### config.mk
export PLATFORM = sky130hd
export DESIGN_NAME = dds_tone_scheduler
export DESIGN_NICKNAME = d
export VERILOG_FILES = /design/src/rtl/dds_tone_scheduler.sv
export SDC_FILE = /design/constraint.sdc
export NUM_CORES = 1
export LEC_CHECK = 0
export CORE_AREA = 2 2 97 99
export CTS_BUF_LIST = sky130_fd_sc_hd__clkbuf_4
export CTS_CLUSTER_SIZE = 30
export DETAILED_ROUTE_END_ITERATION = 12
export DIE_AREA = 0 0 99 101
export PLACE_DENSITY_LB_ADDON = 0.2
export SYNTH_ARGS = -nofsm -noshare
export SYNTH_HDL_FRONTEND = slang
export SYNTH_SLANG_ARGS = --single-unit
### constraint.sdc
create_clock -name sys_clk -period 2 [get_ports sys_clk]
set_input_delay 0.2 -clock sys_clk [delete_from_list [all_inputs] [get_ports sys_clk]]
set_output_delay 0.2 -clock sys_clk [all_outputs]
set_load 0.01 [all_outputs]
### src/rtl/dds_tone_scheduler.sv
`default_nettype none
// +--------------------------------------------------------------------------+
// | Module   : dds_tone_scheduler                                            |
// | Purpose  : Round-robin tone-burst scheduler driving a shared sine LUT.   |
// |            Optional abort support under `DDS_SCHED_ABORT_EN.             |
// | Revision : 1.0                                                           |
// +--------------------------------------------------------------------------+
module dds_tone_scheduler #(
  parameter int NUM_REQ    = 4,
  parameter int ADDR_W     = 10,
  parameter int LEN_W      = 16,
  parameter int GAP_CYCLES = 2
) (
  input  logic                      sys_clk,
  input  logic                      sys_rst,
  input  logic [NUM_REQ-1:0]        req,
  input  logic [NUM_REQ*ADDR_W-1:0] req_step,
  input  logic [NUM_REQ*LEN_W-1:0]  req_len,
`ifdef DDS_SCHED_ABORT_EN
  input  logic                      abort,
  output logic                      aborted,
`endif
  output logic [NUM_REQ-1:0]        grant,
  output logic [NUM_REQ-1:0]        done,
  output logic [ADDR_W-1:0]         lut_addr,
  output logic                      lut_valid,
  output logic                      busy
);

  localparam int PTR_W = (NUM_REQ > 1) ? $clog2(NUM_REQ) : 1;
  localparam int GAP_W = (GAP_CYCLES > 1) ? $clog2(GAP_CYCLES) : 1;

  typedef enum logic [1:0] {
    ST_IDLE = 2'd0,
    ST_RUN  = 2'd1,
    ST_GAP  = 2'd2
  } state_t;

  state_t            r_state;
  logic [PTR_W-1:0]  r_ptr;
  logic [ADDR_W-1:0] r_phase;
  logic [ADDR_W-1:0] r_step;
  logic [LEN_W-1:0]  r_cnt;
  logic [GAP_W-1:0]  r_gap_cnt;

  logic               w_found;
  logic [NUM_REQ-1:0] w_win_oh;
  logic [PTR_W-1:0]   w_next_ptr;
  logic [ADDR_W-1:0]  w_win_step;
  logic [LEN_W-1:0]   w_win_len;
  logic               w_end;
  logic               w_launch;

  // Two passes: requesters at or above the pointer first, then the wrap-around.
  always_comb begin
    w_found    = 1'b0;
    w_win_oh   = '0;
    w_next_ptr = '0;
    for (int j = 0; j < NUM_REQ; j++) begin
      if (!w_found && req[j] && (j >= int'(r_ptr))) begin
        w_found     = 1'b1;
        w_win_oh[j] = 1'b1;
        w_next_ptr  = (j == NUM_REQ - 1) ? '0 : PTR_W'(j + 1);
      end
    end
    for (int j = 0; j < NUM_REQ; j++) begin
      if (!w_found && req[j]) begin
        w_found     = 1'b1;
        w_win_oh[j] = 1'b1;
        w_next_ptr  = (j == NUM_REQ - 1) ? '0 : PTR_W'(j + 1);
      end
    end
  end

  always_comb begin
    w_win_step = '0;
    w_win_len  = '0;
    for (int j = 0; j < NUM_REQ; j++) begin
      if (w_win_oh[j]) begin
        w_win_step = req_step[j*ADDR_W +: ADDR_W];
        w_win_len  = req_len[j*LEN_W +: LEN_W];
      end
    end
  end

  // r_cnt holds samples remaining including the one on lut_addr now.
`ifdef DDS_SCHED_ABORT_EN
  assign w_end = (r_cnt <= LEN_W'(1)) || abort;
`else
  assign w_end = (r_cnt <= LEN_W'(1));
`endif

  assign w_launch = w_found &&
                    ((r_state == ST_IDLE) ||
                     ((r_state == ST_RUN) && w_end && (GAP_CYCLES == 0)));

  always_ff @(posedge sys_clk) begin
    if (sys_rst) begin
      r_state   <= ST_IDLE;
      r_ptr     <= '0;
      r_phase   <= '0;
      r_step    <= '0;
      r_cnt     <= '0;
      r_gap_cnt <= '0;
      grant     <= '0;
      done      <= '0;
      lut_addr  <= '0;
      lut_valid <= 1'b0;
      busy      <= 1'b0;
`ifdef DDS_SCHED_ABORT_EN
      aborted   <= 1'b0;
`endif
    end else begin
      done <= '0;
`ifdef DDS_SCHED_ABORT_EN
      aborted <= 1'b0;
`endif
      case (r_state)
        ST_IDLE: ;
        ST_RUN: begin
          if (w_end) begin
            done      <= grant;
            grant     <= '0;
            lut_valid <= 1'b0;
            lut_addr  <= '0;
`ifdef DDS_SCHED_ABORT_EN
            aborted   <= abort;
`endif
            if (GAP_CYCLES == 0) begin
              r_state <= ST_IDLE;
              busy    <= 1'b0;
            end else begin
              r_state   <= ST_GAP;
              r_gap_cnt <= GAP_W'(GAP_CYCLES - 1);
            end
          end else begin
            lut_addr <= r_phase;
            r_phase  <= r_phase + r_step;
            r_cnt    <= r_cnt - LEN_W'(1);
          end
        end
        ST_GAP: begin
          if (r_gap_cnt == '0) begin
            r_state <= ST_IDLE;
            busy    <= 1'b0;
          end else begin
            r_gap_cnt <= r_gap_cnt - GAP_W'(1);
          end
        end
        default: begin
          r_state <= ST_IDLE;
          busy    <= 1'b0;
        end
      endcase

      // Launch overrides the RUN-exit assignments when GAP_CYCLES is zero.
      if (w_launch) begin
        r_state   <= ST_RUN;
        busy      <= 1'b1;
        grant     <= w_win_oh;
        r_ptr     <= w_next_ptr;
        r_step    <= w_win_step;
        r_phase   <= w_win_step;
        r_cnt     <= w_win_len;
        lut_addr  <= '0;
        lut_valid <= (w_win_len != '0);
      end
    end
  end

endmodule
`default_nettype wire

==> impl_metrics.toml <==
[status]
status = "finished, violations left"
violations = "negative setup slack"

[layout]
n_antenna_cell = 0
final-seq-area_um2 = 1230
fin_area_um2 = 6290
fill_cells = 727
finish.net_count = 788
drive_above_1_share = 0.273
multi_input_area_um2 = 2680
syn2layout_area_growth_pct = 71.3

[synth]
synth_nets = 584
synth_compound_area_frac = 0.318
synthMuxAreaShare = 0
yosys.area_share.xor_xnor = 0.0381
ys_types = 64
synthAdderAreaFrac = 0.0429
async_reset_ff_frac = 0
synth-simple-area-share = 0.218
yosysTopAreaCell = "dfxtp_1"
netlist_area_um2 = 3670
ys_top_cells_by_area = "dfxtp_1, a21oi_1, nand2_1, nor2_1, a222oi_1"
yosysSeqAreaShare = 0.332
synth_top_family_by_area = "compound AO/OA/AOI/OAI gates"
yosysTopAreaCellShare = 0.332
synth-edff-count = 0
yosysMostFrequentCell = "dfxtp_1"
synth_area_per_cell_um2 = 7.95
ys.flop_type = "dfxtp_1"
ys_seq_elements = 61
netlist_top_cells_count = "dfxtp_1, nand2_1, a21oi_1, nor2_1, nand3_1"
synthCells = 462
ys_warn_count = 0

[floorplanning]
rows = 35
initial_utilization = 0.409
die-area_um2 = 10000
core-area_um2 = 8980
io_pins = 130
fp.dieW_um = 99
die_y_um = 101

[clocking]
hold_buffers = 0
ctsRootBufferMaster = "clkbuf_4"
numCtsBuffers = 9
clock-sinks = 61
htreeDepth = 3
cts_tree = "yes"
clock_path_buffers = 2
clkTransAtPathRegs_ns = 0.12
clk_latency_ns = 0.41

[sta]
hold_viol_final = 0
fin_skew_ns = 0.0243
fmax_ghz = 0.470
whs_ns = 0.361
setup-violations-final = 7
min_period_over_period = 1.06
rsz0062_at_grt = "true"
period_needed_ns = 2.13
setup_ws_ns = -0.129
slew_headroom = 0.659
max_slew.worst_pin.slew_ns = 0.511
drv_slew = 0

[global_route]
antenna_found_initial = 0
grt_pass1_wl_mm = 21.8
grt_pass1_vias = 4472
grt_overflow = 0
grt_max_degree = 39
track_usage = 0.276

[place]
dp_hpwl_mm = 10.1
routabilityCongestion = 0.960
port_buffers = 129
postPlaceCellArea_um2 = 5550

[routing]
drt-total-wl_mm = 14.1
drtIter0Drc = 238
via_per_inst = 5.78
ant_nets = 0
via_count = 4518
drc = 0
drt_first_pass_iters = 5
wl_per_cell_um = 18.0

[critical_path]
worst_ep_arrival_time_ns = 2.41
slowest_delay_ns = 0.38
cp-endpoint = "lut_valid$_SDFFE_PP0P_"
crit_type = "register to register"
endpoint_kind = "register"
startpoint_type = "register"
r2r_end = "lut_valid$_SDFFE_PP0P_"
crit_chain = "buf_4, o21a_4, buf_4, a32o_1, a221oi_4, nand3_4, nor4_4, a41oi_1"
required_ns = 2.28
rrSetupSlack_ns = -0.13
r2r_start = "r_ptr[1]$_SDFFE_PP0P_"
startpoint = "r_ptr[1]$_SDFFE_PP0P_"
ff2ff_path_depth = 8
crit_fanout = 4
critPathSlowestCell = "dfxtp_4"
critPathMostFrequentCell = "buf_4"

[power]
irDropWorstVdd_mv = 0.325
p_leak_nw = 2.45
p_per_area_nw_per_um2 = 740

[job]
cap_violations = 0

[worst_hold_path]
hold_path_class = "primary input to register"
## repair_timing
action,4_1_cts,5_1_grt
setup buffers,10,6
gates cloned,4,0
endpoints found under the setup margin,37,43
pin swaps,16,21
gates resized for setup,56,32
endpoints found under the hold margin,0,0
## layout make-up
| type | instances | share of cell area |
|---|---|---|
| timing repair buffer | 220 | 0.323 |
| tap | 111 | 0.0221 |
| sequential | 61 | 0.196 |
| clock inverter | 7 | 0.0155 |
| inverter | 12 | 0.00716 |
| multi-input combinational | 362 | 0.426 |
| clock buffer | 9 | 0.0107 |
## power breakdown
part	internal, mW	switching, mW	leakage, nW	total (mW)
clock network	0.513	0.494	0.0846	1.01
logic	1.12	1.07	1.87	2.18
registers	1.36	0.112	0.503	1.47
## flip-flops by register name, summed over array words and instances (netlist names)
name / flops
r_ptr: 2
r_step: 10
r_phase: 10
busy: 1
lut_addr: 10
r_state: 2
done: 4
r_cnt: 16
lut_valid: 1
r_gap_cnt: 1
grant: 4
## logic make-up after synthesis
| logic type | count (synthesis) |
|---|---|
| AO/OA/AOI/OAI | 164 |
| XOR/XNOR | 16 |
| adder cells (fa/ha/maj) | 12 |
| buffers and inverters | 42 |
| flip-flops | 61 |
| AND/OR/NAND/NOR | 167 |
## worst min-delay path by stage
stage | cells past startpoint | to | from
final | 4 | r_ptr[1]$_SDFFE_PP0P_ | req[2]
after global routing | 4 | r_ptr[1]$_SDFFE_PP0P_ | req[2]
after CTS | 3 | r_step[9]$_SDFFE_PP0P_ | req_step[39]
after detailed placement | 2 | lut_addr[1]$_SDFFE_PP0P_ | lut_addr[1]$_SDFFE_PP0P_
after global placement | 2 | lut_addr[5]$_SDFFE_PP0P_ | lut_addr[5]$_SDFFE_PP0P_
after floorplan | 2 | r_step[9]$_SDFFE_PP0P_ | req_step[39]
## layer usage
layer | global-route usage | share of wire | routed length [µm] | vias to the layer above
met5 | 0 | 0 | 0 | -
li1 | - | - | - | 2164
met2 | 0.481 | 0.48 | 6840 | 232
met1 | 0.336 | 0.41 | 5730 | 2090
met3 | 0.0479 | 0.085 | 1190 | 32
met4 | 0.115 | 0.025 | 346 | 0
## cells in the final DEF (no fill, tap or decap), types with 4 or more instances in the layout
cell type        netlist  routed
xor2_1                 9       9
o211a_1                6       5
a31oi_1                6       6
xnor2_1                7       7
dfxtp_1               61      55
ha_1                  11      10
o21ai_0               20      17
o21ai_1                5       8
clkbuf_4               0       9
o22ai_2                0       6
nor3_1                10       9
nor3b_1                4       4
nor2_1                43      42
nand2_1               50      48
a211oi_1               7       5
nor4_1                11       6
a21oi_2                0      11
o22ai_1               14       8
nand3_1               21      20
clkdlybuf4s50_1        0     128
inv_1                 12      12
nor2b_1                4       4
a222oi_1              15      15
a21oi_1               43      31
dfxtp_2                0       5
o21a_1                 5       4
o211ai_1               4       4
a221oi_2               0       9
buf_4                  2      85
## per-stage QoR
step / TNS (ns) / std cells / setup slack, ns / total power, mW / utilization
CTS: -0.150 / 776 / -0.0669 / 4.50 / 0.678
global route: -2.81 / 782 / -0.229 / 4.91 / 0.701
finish: -0.365 / 782 / -0.129 / 4.66 / 0.701
detailed placement: -18.41 / 746 / -0.677 / 3.27 / 0.619
global placement: -15.13 / 746 / -0.623 / 3.23 / 0.619
floorplan: 0 / 462 / 0.0298 / 2.44 / -
## worst max-delay path: cells and delay by family (launching register included)
family,cells,cell delay (ns)
AND/OR/NAND/NOR,2,0.37
flip-flops,1,0.38
AO/OA/AOI/OAI,4,0.96
buffers and inverters,2,0.28
Note: power is estimated with default switching activity, not from simulation.
